## config.mk

```make
export PLATFORM = sky130hd
export DESIGN_NAME = mod_settings_loader
export DESIGN_NICKNAME = d
export VERILOG_FILES = /design/src/rtl/mod_settings_loader.sv
export SDC_FILE = /design/constraint.sdc
export NUM_CORES = 1
export LEC_CHECK = 0
export ABC_AREA = 1
export ABC_CLOCK_PERIOD_IN_PS = 4100
export CAP_MARGIN = 15
export CORE_ASPECT_RATIO = 1.1
export CORE_UTILIZATION = 29
export DETAILED_ROUTE_END_ITERATION = 10
export PLACE_DENSITY = 0.52
export SLEW_MARGIN = 15
export SYNTH_ARGS = -nofsm -noshare
export SYNTH_HDL_FRONTEND = slang
export SYNTH_SLANG_ARGS = --single-unit
```

## constraint.sdc

```tcl
create_clock -name CLK -period 4.1 [get_ports CLK]
set_input_delay 0.82 -clock CLK [delete_from_list [all_inputs] [get_ports CLK]]
set_output_delay 0.82 -clock CLK [all_outputs]
set_load 0.1 [all_outputs]
```

## src/rtl/mod_settings_loader.sv

```systemverilog
// Modulation settings loader: polls the controller flag word and, on a rising
// mod-set flag, burst-reads 0x20..0x30 and publishes one consistent bundle.
`timescale 1ns/1ps
module mod_settings_loader #(
   parameter int READ_LATENCY  = 2,
   parameter int POLL_INTERVAL = 16
) (
   input  logic        CLK,
   input  logic        RST_N,
   output logic [7:0]  CTL_BRAM_ADDR,
   output logic        CTL_BRAM_EN,
   input  logic [15:0] CTL_BRAM_DOUT,
   output logic        MEM_WR_SEGMENT,
   output logic        REQ_RD_SEGMENT,
   output logic [15:0] CYCLE0,
   output logic [15:0] CYCLE1,
   output logic [31:0] FREQ_DIV0,
   output logic [31:0] FREQ_DIV1,
   output logic [31:0] REP0,
   output logic [31:0] REP1,
   output logic [7:0]  TRANSITION_MODE,
   output logic [63:0] TRANSITION_VALUE,
   output logic        UPDATE,
   output logic        BUSY
);

   typedef enum logic [2:0] {
      S_WAIT, S_FLAG_REQ, S_FLAG_WAIT, S_CHECK, S_LOAD, S_DRAIN
   } state_t;

   localparam int NREG = 17;

   state_t            state_q, state_d;
   logic [15:0]       cnt_q, cnt_d;
   logic [4:0]        idx_q, idx_d;
   logic              flag_q, flag_d;
   logic              prev_q, prev_d;
   logic              issue;
   logic              last_cap;
   logic [READ_LATENCY-1:0] pv_q;
   logic [4:0]        pi_q [READ_LATENCY];
   logic [15:0]       sh_q [NREG];
   logic [15:0]       sh_d [NREG];

   logic        mws_q, rrs_q;
   logic [15:0] c0_q, c1_q;
   logic [31:0] fd0_q, fd1_q, r0_q, r1_q;
   logic [7:0]  tm_q;
   logic [63:0] tv_q;
   logic        upd_q;
   logic        unused_bits;

   // Poll/load sequencer: next state, counters and read-port drive
   always_comb begin
      state_d       = state_q;
      cnt_d         = cnt_q;
      idx_d         = idx_q;
      flag_d        = flag_q;
      prev_d        = prev_q;
      issue         = 1'b0;
      CTL_BRAM_EN   = 1'b0;
      CTL_BRAM_ADDR = 8'h00;
      unique case (state_q)
         S_WAIT: begin
            if (cnt_q == 16'(POLL_INTERVAL - 1)) begin
               cnt_d   = 16'd0;
               state_d = S_FLAG_REQ;
            end else begin
               cnt_d = cnt_q + 16'd1;
            end
         end
         S_FLAG_REQ: begin
            CTL_BRAM_EN = 1'b1;
            cnt_d       = 16'd0;
            state_d     = S_FLAG_WAIT;
         end
         S_FLAG_WAIT: begin
            if (cnt_q == 16'(READ_LATENCY - 1)) begin
               flag_d  = CTL_BRAM_DOUT[1];
               cnt_d   = 16'd0;
               state_d = S_CHECK;
            end else begin
               cnt_d = cnt_q + 16'd1;
            end
         end
         S_CHECK: begin
            prev_d = flag_q;
            cnt_d  = 16'd0;
            idx_d  = 5'd0;
            if (flag_q && !prev_q) state_d = S_LOAD;
            else                   state_d = S_WAIT;
         end
         S_LOAD: begin
            issue         = 1'b1;
            CTL_BRAM_EN   = 1'b1;
            CTL_BRAM_ADDR = 8'h20 + {3'b000, idx_q};
            if (idx_q == 5'd16) state_d = S_DRAIN;
            else                idx_d   = idx_q + 5'd1;
         end
         S_DRAIN: begin
            cnt_d = 16'd0;
            if (last_cap) state_d = S_WAIT;
         end
         default: state_d = S_WAIT;
      endcase
   end

   assign last_cap = pv_q[READ_LATENCY-1] &&
                     (pi_q[READ_LATENCY-1] == 5'd16);

   // Shadow next-state: merge the word returning this cycle
   always_comb begin
      sh_d = sh_q;
      for (int i = 0; i < NREG; i++) begin
         if (pv_q[READ_LATENCY-1] && (pi_q[READ_LATENCY-1] == 5'(i)))
            sh_d[i] = CTL_BRAM_DOUT;
      end
   end

   // Sequencer state, index pipeline and shadow storage
   always_ff @(posedge CLK or negedge RST_N) begin
      if (!RST_N) begin
         state_q <= S_WAIT;
         cnt_q   <= 16'd0;
         idx_q   <= 5'd0;
         flag_q  <= 1'b0;
         prev_q  <= 1'b0;
         pv_q    <= '0;
         for (int i = 0; i < READ_LATENCY; i++) pi_q[i] <= 5'd0;
         for (int i = 0; i < NREG; i++) sh_q[i] <= 16'd0;
      end else begin
         state_q <= state_d;
         cnt_q   <= cnt_d;
         idx_q   <= idx_d;
         flag_q  <= flag_d;
         prev_q  <= prev_d;
         pv_q[0] <= issue;
         pi_q[0] <= idx_q;
         for (int i = 1; i < READ_LATENCY; i++) begin
            pv_q[i] <= pv_q[i-1];
            pi_q[i] <= pi_q[i-1];
         end
         for (int i = 0; i < NREG; i++) sh_q[i] <= sh_d[i];
      end
   end

   // Publish the whole bundle at once when the final word lands
   always_ff @(posedge CLK or negedge RST_N) begin
      if (!RST_N) begin
         mws_q <= 1'b0;
         rrs_q <= 1'b0;
         c0_q  <= 16'd0;
         c1_q  <= 16'd0;
         fd0_q <= 32'd0;
         fd1_q <= 32'd0;
         r0_q  <= 32'hFFFF_FFFF;
         r1_q  <= 32'hFFFF_FFFF;
         tm_q  <= 8'd0;
         tv_q  <= 64'd0;
         upd_q <= 1'b0;
      end else begin
         upd_q <= last_cap;
         if (last_cap) begin
            mws_q <= sh_d[0][0];
            rrs_q <= sh_d[1][0];
            c0_q  <= sh_d[2];
            fd0_q <= {sh_d[4], sh_d[3]};
            c1_q  <= sh_d[5];
            fd1_q <= {sh_d[7], sh_d[6]};
            r0_q  <= {sh_d[9], sh_d[8]};
            r1_q  <= {sh_d[11], sh_d[10]};
            tm_q  <= sh_d[12][7:0];
            tv_q  <= {sh_d[16], sh_d[15], sh_d[14], sh_d[13]};
         end
      end
   end

   assign unused_bits = ^{sh_d[0][15:1], sh_d[1][15:1], sh_d[12][15:8]};

   assign MEM_WR_SEGMENT   = mws_q;
   assign REQ_RD_SEGMENT   = rrs_q;
   assign CYCLE0           = c0_q;
   assign CYCLE1           = c1_q;
   assign FREQ_DIV0        = fd0_q;
   assign FREQ_DIV1        = fd1_q;
   assign REP0             = r0_q;
   assign REP1             = r1_q;
   assign TRANSITION_MODE  = tm_q;
   assign TRANSITION_VALUE = tv_q;
   assign UPDATE           = upd_q;
   assign BUSY             = (state_q == S_LOAD) || (state_q == S_DRAIN);

endmodule

```

==> impl_results.rst, run 1 <==
.. list-table::
   :header-rows: 1

   * - Metric
     - Value
   * - Switching Share
     - 26.26%
   * - Area growth from synthesis to layout
     - 28.53%
   * - Number of inserted diodes
     - 0
   * - Initial DRC Count
     - 825
   * - Post_cts resized
     - 0
   * - Post-CTS setup repair buffer count
     - 0
   * - Flop2flop setup slack
     - 1.41 ns
   * - CTS clk-pin slew, worst paths
     - 0.06 ns
   * - Setup crit start kind
     - flip-flop
   * - Share of layout cells above drive strength 1
     - 8.422%
   * - Cell variety after synth
     - 26
   * - Cell area after layout
     - 23780 µm²
   * - Power per unit of standard cell area
     - 486.1 nW/µm²
   * - Int Pwr
     - 8.523 mW
   * - CP max stage delay
     - 1.15 ns
   * - Cell chain of the critical path
     - clkdlybuf4s50_1
   * - Share of the cycle needed by the critical path after routing
     - 76.53%
   * - Routed WL
     - 55420 µm
   * - Number of remaining DRC errors
     - 0
   * - Commonest cells after routing, fill and taps aside
     - 1006 x sky130_fd_sc_hd__nand2_1, 427 x sky130_fd_sc_hd__dfrtp_1, 251 x sky130_fd_sc_hd__clkdlybuf4s50_1
   * - Sequential share of power
     - 47.5%
   * - Slowest cell on the critical path
     - sky130_fd_sc_hd__clkdlybuf4s50_1
   * - Worst reg2reg path depth
     - 6
   * - Static leakage
     - 11.19 nW
   * - Data required time at the worst endpoint
     - 3.28 ns
   * - Flip-flop and latch count after synthesis
     - 491
   * - Core Footprint
     - 62700 µm²
   * - Final Wtd Congestion
     - 0.7479
   * - Slew of the pin with the lowest slew margin
     - 1.116 ns
   * - Capturing element type of the critical path
     - primary output
   * - Hold Violations, Final
     - 0
   * - Number of clock sinks
     - 491
   * - Number of global-route vias before repair
     - 13590
   * - WP buf/inv
     - 1
   * - Initial antenna violation count
     - 1
   * - Worst setup path class
     - flip-flop to primary output
   * - Most area-consuming cells after synthesis
     - sky130_fd_sc_hd__dfrtp_1 58%, sky130_fd_sc_hd__nand2_1 20%, sky130_fd_sc_hd__dfstp_2 9.1%, sky130_fd_sc_hd__o21ai_0 3.2%, sky130_fd_sc_hd__o21ai_1 3.1%
   * - Uppermost routed layer
     - met4
   * - Kind of cell adding the most delay to the critical path
     - buffers and inverters
   * - Initial Utilization
     - 29.51%
   * - First-pass iteration count of the detailed router
     - 7
   * - Most frequent standard cell in the layout excluding fill and tap cells
     - sky130_fd_sc_hd__nand2_1
   * - Total of endpoints with negative setup slack in the final report
     - 0
   * - Max Root-Sink Buffers
     - 3
   * - Worst R2R Start
     - pi_q[3]$_DFF_PN0_
   * - Outcome
     - finished, final reports clean
   * - Layout Cells excl Fill
     - 3101
   * - Pin count of the biggest net entering global routing
     - 124
   * - Layout fillers
     - 6320
   * - Worst supply voltage drop on vdd
     - 0.4430 mV
   * - Unrepaired setup endpoints after global routing
     - false
   * - Setup WS pre-CTS
     - 1.381 ns
   * - Post-layout util
     - 37.93%
   * - Worst min-delay path category
     - input port to asynchronous set/reset pin
   * - Clock Skew
     - 0.02352 ns
   * - Met1 wire length
     - 25500 µm
   * - DIE HEIGHT
     - 266.9 µm
   * - Clock latency on the worst-skew pair
     - 0.61 ns
   * - Number of instances in the placed design
     - 3003
   * - H-tree depth
     - 2
   * - Worst Setup Slack, final
     - 0.9621 ns
   * - CTS tree
     - built
   * - Area enclosed by the die boundary
     - 64810 µm²
   * - Largest fanout on the critical path
     - 2
   * - Cell type with the largest total area after synthesis
     - sky130_fd_sc_hd__dfrtp_1
   * - Portion of synthesized cell area occupied by the leading cell type
     - 57.75%
   * - Mapped cell area
     - 18500 µm²
   * - Vias/cell
     - 4.492
   * - Count of mapped cells out of synthesis
     - 1995
   * - Met3 Routed Length
     - 2245 µm
   * - Placed inst area
     - 21980 µm²
   * - Switching pwr
     - 3.036 mW
   * - Proportion of synthesized chip area in sequential cells
     - 66.84%
   * - IO Port Bufs
     - 260
   * - Die width
     - 242.8 µm
   * - F_max
     - 0.3187 GHz
   * - End of the worst register-to-register path
     - FREQ_DIV0[8]$_DFFE_PN0N_
   * - Yosys synthesis warning count
     - 0
   * - Average routed wire per standard cell
     - 17.87 µm
   * - Via total after detailed routing
     - 13930
   * - Post-route minimum period
     - 3.138 ns
   * - Final global-route overflow total
     - 0
   * - Combinational power share
     - 10.1%
   * - Clk pwr share
     - 42.4%
   * - Post-detailed-route count of antenna-violating nets
     - 0
   * - Root buffer cell
     - sky130_fd_sc_hd__clkbuf_16
   * - Fin Setup TNS
     - 0 ns
   * - Final layout net count
     - 2247
   * - Count of max-cap constraint violations
     - 0
   * - Final number of max-transition violations
     - 0
   * - Wire length of the first global-routing pass
     - 84720 µm
   * - Number of clock buffers inserted by TritonCTS
     - 53
   * - Post-detail-place hpwl
     - 34300 µm
   * - Metal2 WL
     - 26500 µm
   * - Hold Buf Count CTS
     - 0
   * - IO Count
     - 263
   * - Number of standard-cell rows in the floorplan
     - 96
   * - Global-route total usage across every layer
     - 17.06%
   * - Arrival time at the worst endpoint
     - 2.32 ns
   * - Mean instance size in the synthesized netlist
     - 9.274 µm²
   * - Max-slew headroom
     - 25.44%
## worst max path at each step
stage	start	endpoint	slack, ns	depth (start not counted)
6_report	REP0[31]$_DFFE_PN1N_	REP0[31]	0.96	1
5_1_grt	REP0[31]$_DFFE_PN1N_	REP0[31]	0.91	1
2_1_floorplan	state_q[1]$_DFFE_PN0P_	BUSY	0.55	3
4_1_cts	REP0[15]$_DFFE_PN1N_	REP0[15]	0.93	1
3_3_place_gp	CTL_BRAM_DOUT[14]	TRANSITION_VALUE[14]$_DFFE_PN0N_	1.39	5
3_5_place_dp	pi_q[3]$_DFF_PN0_	FREQ_DIV0[8]$_DFFE_PN0N_	1.38	6
## power groups by stage
stage	logic, mW	registers, mW	clock network (mW)
final	1.16	5.49	4.90
after CTS	1.18	5.49	5.04
after floorplan	0.791	5.52	0
after detailed placement	1.17	5.57	0
after global placement	1.15	5.56	0
after global routing	1.34	5.53	5.25
## registers in the layout, summed over array words and instances, names as in the netlist, 2 cells and up
register          flops
cnt_q                16
CYCLE0               16
sh_q                218
pi_q                 10
TRANSITION_VALUE     64
CYCLE1               16
REP0                 32
pv_q                  2
FREQ_DIV1            32
TRANSITION_MODE       8
REP1                 32
state_q               3
idx_q                 5
FREQ_DIV0            32
## area by class of cell
| cell class | instances | area (µm²) | share of cell area (%) |
|---|---|---|---|
| flip-flops and latches | 491 | 12370 | 52.00 |
| multi-input cells | 1333 | 5469 | 23.00 |
| repair buffers | 285 | 2874 | 12.09 |
| clock buffers | 77 | 1516 | 6.377 |
| well taps | 833 | 1042 | 4.383 |
| clock inverters | 21 | 277.8 | 1.168 |
| inverters | 61 | 234.0 | 0.9839 |
## synthesized netlist by cell type (all sizes together)
| master | count |
|---|---|
| a21boi | 1 |
| a21oi | 4 |
| buf | 25 |
| clkbuf | 86 |
| conb | 1 |
| dfrtp | 427 |
| dfstp | 64 |
| ha | 4 |
| inv | 61 |
| nand2 | 1006 |
| nand3 | 17 |
| nand3b | 1 |
| nand4 | 5 |
| nor2 | 43 |
| nor3 | 8 |
| o211ai | 1 |
| o21ai | 232 |
| xnor2 | 5 |
| xor2 | 4 |
## per-stage QoR
| stage | hold slack [ns] | total power, mW |
|---|---|---|
| final | 0.2376 | 11.56 |
| after CTS | 0.2883 | 11.71 |
| after global routing | 0.2935 | 12.12 |
| after global placement | 0.3347 | 6.704 |
| after detailed placement | 0.3347 | 6.746 |
| after floorplan | 0.3312 | 6.310 |
## logic make-up (layout without fill, tap and decap cells)
group,Yosys count,after routing,share of synthesized area [%]
simple gates,1080,1080,22.32
buf+inv,172,444,3.659
compound gates,238,238,6.465
xor+xnor,9,9,0.4260
flops,491,491,66.84
other cells,1,2,0.02027
fa+ha+maj,4,4,0.2705
## layer usage
layer,vias up,GRT usage [%]
met5,-,0
met3,65,2.715
met4,0,4.759
li1,6681,-
met2,301,27.73
met1,6882,23.52
Power figures use the tool's default switching activity.
==> inputs of run 2 (changes only) <==
Settings changed: ABC_CLOCK_PERIOD_IN_PS 4100 to 3000.
Clock period 4.1 ns to 3 ns, I/O delays scaled along.
==> run 2 against run 1 <==
  * Global-route usage grew 0.49 points
  * Largest power group unchanged
  * Critical path type unchanged
  * Via count rose by 0.32%
  * Critical endpoint is now CTL_BRAM_ADDR[2]
  * Routed wire length up 2.1%
  * Flip-flop and latch count unchanged
  * Critical path depth increased by 3
==> impl_results.rst, run 2 (synthesis gave the netlist of run 1 again) <==
.. list-table::
   :header-rows: 1

   * - Metric
     - Value
   * - Outcome
     - finished, final reports clean (unchanged)
   * - First-pass iteration count of the detailed router
     - 5 (was 7)
   * - Commonest cells after routing, fill and taps aside
     - 1006 x sky130_fd_sc_hd__nand2_1, 427 x sky130_fd_sc_hd__dfrtp_1, 280 x sky130_fd_sc_hd__buf_4 (was 1006 x sky130_fd_sc_hd__nand2_1, 427 x sky130_fd_sc_hd__dfrtp_1, 251 x sky130_fd_sc_hd__clkdlybuf4s50_1)
   * - Count of max-cap constraint violations
     - 0 (unchanged)
   * - CP max stage delay
     - 0.40 ns (was 1.15 ns)
   * - Die width
     - 242.8 µm (unchanged)
   * - Final Wtd Congestion
     - 0.7658 (was 0.7479)
   * - Slowest cell on the critical path
     - sky130_fd_sc_hd__dfrtp_1 (was sky130_fd_sc_hd__clkdlybuf4s50_1)
   * - WP buf/inv
     - 2 (was 1)
   * - Cell chain of the critical path
     - inv_1 > nand3_1 > nor2_1 > buf_4 (was clkdlybuf4s50_1)
   * - Worst min-delay path category
     - flip-flop to flip-flop (was input port to asynchronous set/reset pin)
   * - Switching Share
     - 25.65% (was 26.26%)
   * - Initial Utilization
     - 29.51% (unchanged)
   * - Post-detail-place hpwl
     - 34990 µm (was 34300 µm)
   * - Capturing element type of the critical path
     - primary output (unchanged)
   * - Max Root-Sink Buffers
     - 3 (unchanged)
   * - IO Count
     - 263 (unchanged)
   * - Fin Setup TNS
     - 0 ns (unchanged)
   * - Area growth from synthesis to layout
     - 27.61% (was 28.53%)
   * - CTS tree
     - built (unchanged)
   * - Layout fillers
     - 6347 (was 6320)
   * - Clk pwr share
     - 44.8% (was 42.4%)
   * - Wire length of the first global-routing pass
     - 86630 µm (was 84720 µm)
   * - Data required time at the worst endpoint
     - 2.40 ns (was 3.28 ns)
   * - Share of the cycle needed by the critical path after routing
     - 90.86%
   * - F_max
     - 0.3669 GHz
   * - Setup crit start kind
     - flip-flop (unchanged)
   * - Flop2flop setup slack
     - 0.65 ns (was 1.41 ns)
   * - Max-slew headroom
     - 27.77% (was 25.44%)
   * - Clock Skew
     - 0.02686 ns (was 0.02352 ns)
   * - Largest fanout on the critical path
     - 10 (was 2)
   * - IO Port Bufs
     - 260 (unchanged)
   * - Number of remaining DRC errors
     - 0 (unchanged)
   * - Arrival time at the worst endpoint
     - 2.13 ns (was 2.32 ns)
   * - Cell area after layout
     - 23610 µm² (was 23780 µm²)
   * - Slew of the pin with the lowest slew margin
     - 1.081 ns (was 1.116 ns)
   * - Static leakage
     - 11.33 nW (was 11.19 nW)
   * - Unrepaired setup endpoints after global routing
     - false (unchanged)
   * - Initial DRC Count
     - 873 (was 825)
   * - Post-route minimum period
     - 2.726 ns
   * - DIE HEIGHT
     - 266.9 µm (unchanged)
   * - Number of clock sinks
     - 491 (unchanged)
   * - Core Footprint
     - 62700 µm² (unchanged)
   * - Root buffer cell
     - sky130_fd_sc_hd__clkbuf_16 (unchanged)
   * - Area enclosed by the die boundary
     - 64810 µm² (unchanged)
   * - Int Pwr
     - 12.29 mW (was 8.523 mW)
   * - Most congested layer reported by global routing
     - met2 (unchanged)
   * - Placed inst area
     - 21580 µm² (was 21980 µm²)
   * - Met1 usage in global routing
     - 23.67% (was 23.52%)
   * - Kind of cell adding the most delay to the critical path
     - simple AND/OR/NAND/NOR gates (was buffers and inverters)
   * - Number of standard-cell rows in the floorplan
     - 96 (unchanged)
   * - H-tree depth
     - 2 (unchanged)
   * - Average routed wire per standard cell
     - 18.10 µm (was 17.87 µm)
   * - Routed WL
     - 56610 µm (was 55420 µm)
   * - Post-detailed-route count of antenna-violating nets
     - 0 (unchanged)
   * - Sequential share of power
     - 45.4% (was 47.5%)
   * - Final global-route overflow total
     - 0 (unchanged)
   * - Via total after detailed routing
     - 13970 (was 13930)
   * - Initial antenna violation count
     - 1 (unchanged)
   * - Number of clock buffers inserted by TritonCTS
     - 55 (was 53)
   * - Clock latency on the worst-skew pair
     - 0.62 ns (was 0.61 ns)
   * - Routing usage on met3
     - 3.177% (was 2.715%)
   * - Worst setup path class
     - flip-flop to primary output (unchanged)
   * - Final number of max-transition violations
     - 0 (unchanged)
   * - Hold Violations, Final
     - 0 (unchanged)
   * - Most frequent standard cell in the layout excluding fill and tap cells
     - sky130_fd_sc_hd__nand2_1 (unchanged)
   * - Share of layout cells above drive strength 1
     - 19.97% (was 8.422%)
   * - Final layout net count
     - 2272 (was 2247)
   * - Combinational power share
     - 9.8% (was 10.1%)
   * - Register with the most flip-flops
     - sh_q (unchanged)
   * - CTS clk-pin slew, worst paths
     - 0.06 ns (about the same)
   * - Switching pwr
     - 4.240 mW (was 3.036 mW)
   * - Power per unit of standard cell area
     - 700.2 nW/µm² (was 486.1 nW/µm²)
   * - Total of endpoints with negative setup slack in the final report
     - 0 (unchanged)
   * - Max reg flops
     - 218 (unchanged)
   * - Worst supply voltage drop on vdd
     - 0.5198 mV (was 0.4430 mV)
   * - Vias/cell
     - 4.467 (was 4.492)
   * - Pin count of the biggest net entering global routing
     - 108 (was 124)
   * - Global-route total usage across every layer
     - 17.55% (was 17.06%)
   * - Post_cts resized
     - 0 (unchanged)
   * - GR met2 Demand/Resource
     - 28.97% (was 27.73%)
   * - Number of global-route vias before repair
     - 13840 (was 13590)
[run 2: repair_timing]
action                                 in CTS  in global routing
setup endpoints to repair                   0                  0
hold buffers                                1                  0
endpoints found under the hold margin      28                  0
buffers inserted                            0                  0
[run 2: area by class of cell]
class,count,area [µm²],area share [%]
flip-flops and latches,491,12370,52.38
diodes,1,2.502,0.01060
clock buffers,76,1595,6.757
clock inverters,25,421.7,1.786
well taps,833,1042,4.414
inverters,61,234.0,0.9910
multi-input cells,1333,5469,23.16
repair buffers,308,2479,10.50
[run 2: path summary, 6_finish.rpt]
check,cells past startpoint,end,from
worst max-delay path,4,CTL_BRAM_ADDR[2],state_q[1]$_DFFE_PN0P_
min in group asynchronous,2,sh_q[38]$_DFF_PN0_,RST_N
worst min register to register,0,pi_q[1]$_DFF_PN0_,pi_q[6]$_DFF_PN0_
worst min-delay path,0,pi_q[1]$_DFF_PN0_,pi_q[6]$_DFF_PN0_
max in group asynchronous,4,sh_q[217]$_DFF_PN0_,RST_N
worst max register to register,7,FREQ_DIV0[17]$_DFFE_PN0N_,pi_q[4]$_DFF_PN0_
[run 2: stage by stage]
step	utilization (%)	hold slack [ns]	setup WS, ns	power (mW)	instances
floorplan	-	0.3044	-0.3341	8.623	1996
global placement	34.41	0.3348	0.4810	9.183	3025
detailed placement	34.42	0.3363	0.4042	9.244	3025
CTS	37.65	0.3489	0.2735	16.75	3127
global route	37.65	0.3550	0.1766	17.28	3127
finish	37.66	0.3472	0.2742	16.53	3128
[run 2: power by group through the flow]
stage	Clock [mW]	Combinational (mW)	Sequential, mW
2_1_floorplan	0	1.08	7.54
3_5_place_dp	0	1.63	7.62
6_report	7.41	1.61	7.51
4_1_cts	7.61	1.63	7.50
3_3_place_gp	0	1.59	7.60
5_1_grt	7.87	1.85	7.56
[run 2: worst register-to-register path, delay by kind of cell (launching register included)]
kind                   cells  cell delay [ns]
AOI/OAI and AO/OA          1             0.56
and+or+nand+nor            5             1.31
DFF                        1             0.37
buffers and inverters      1             0.05
[run 2: routing by layer]
| layer | wire length [µm] | vias to the layer above |
|---|---|---|
| li1 | - | 6730 |
| met1 | 25770 | 6841 |
| met2 | 27010 | 329 |
| met3 | 2639 | 73 |
| met4 | 1189 | 0 |
| met5 | 0 | - |
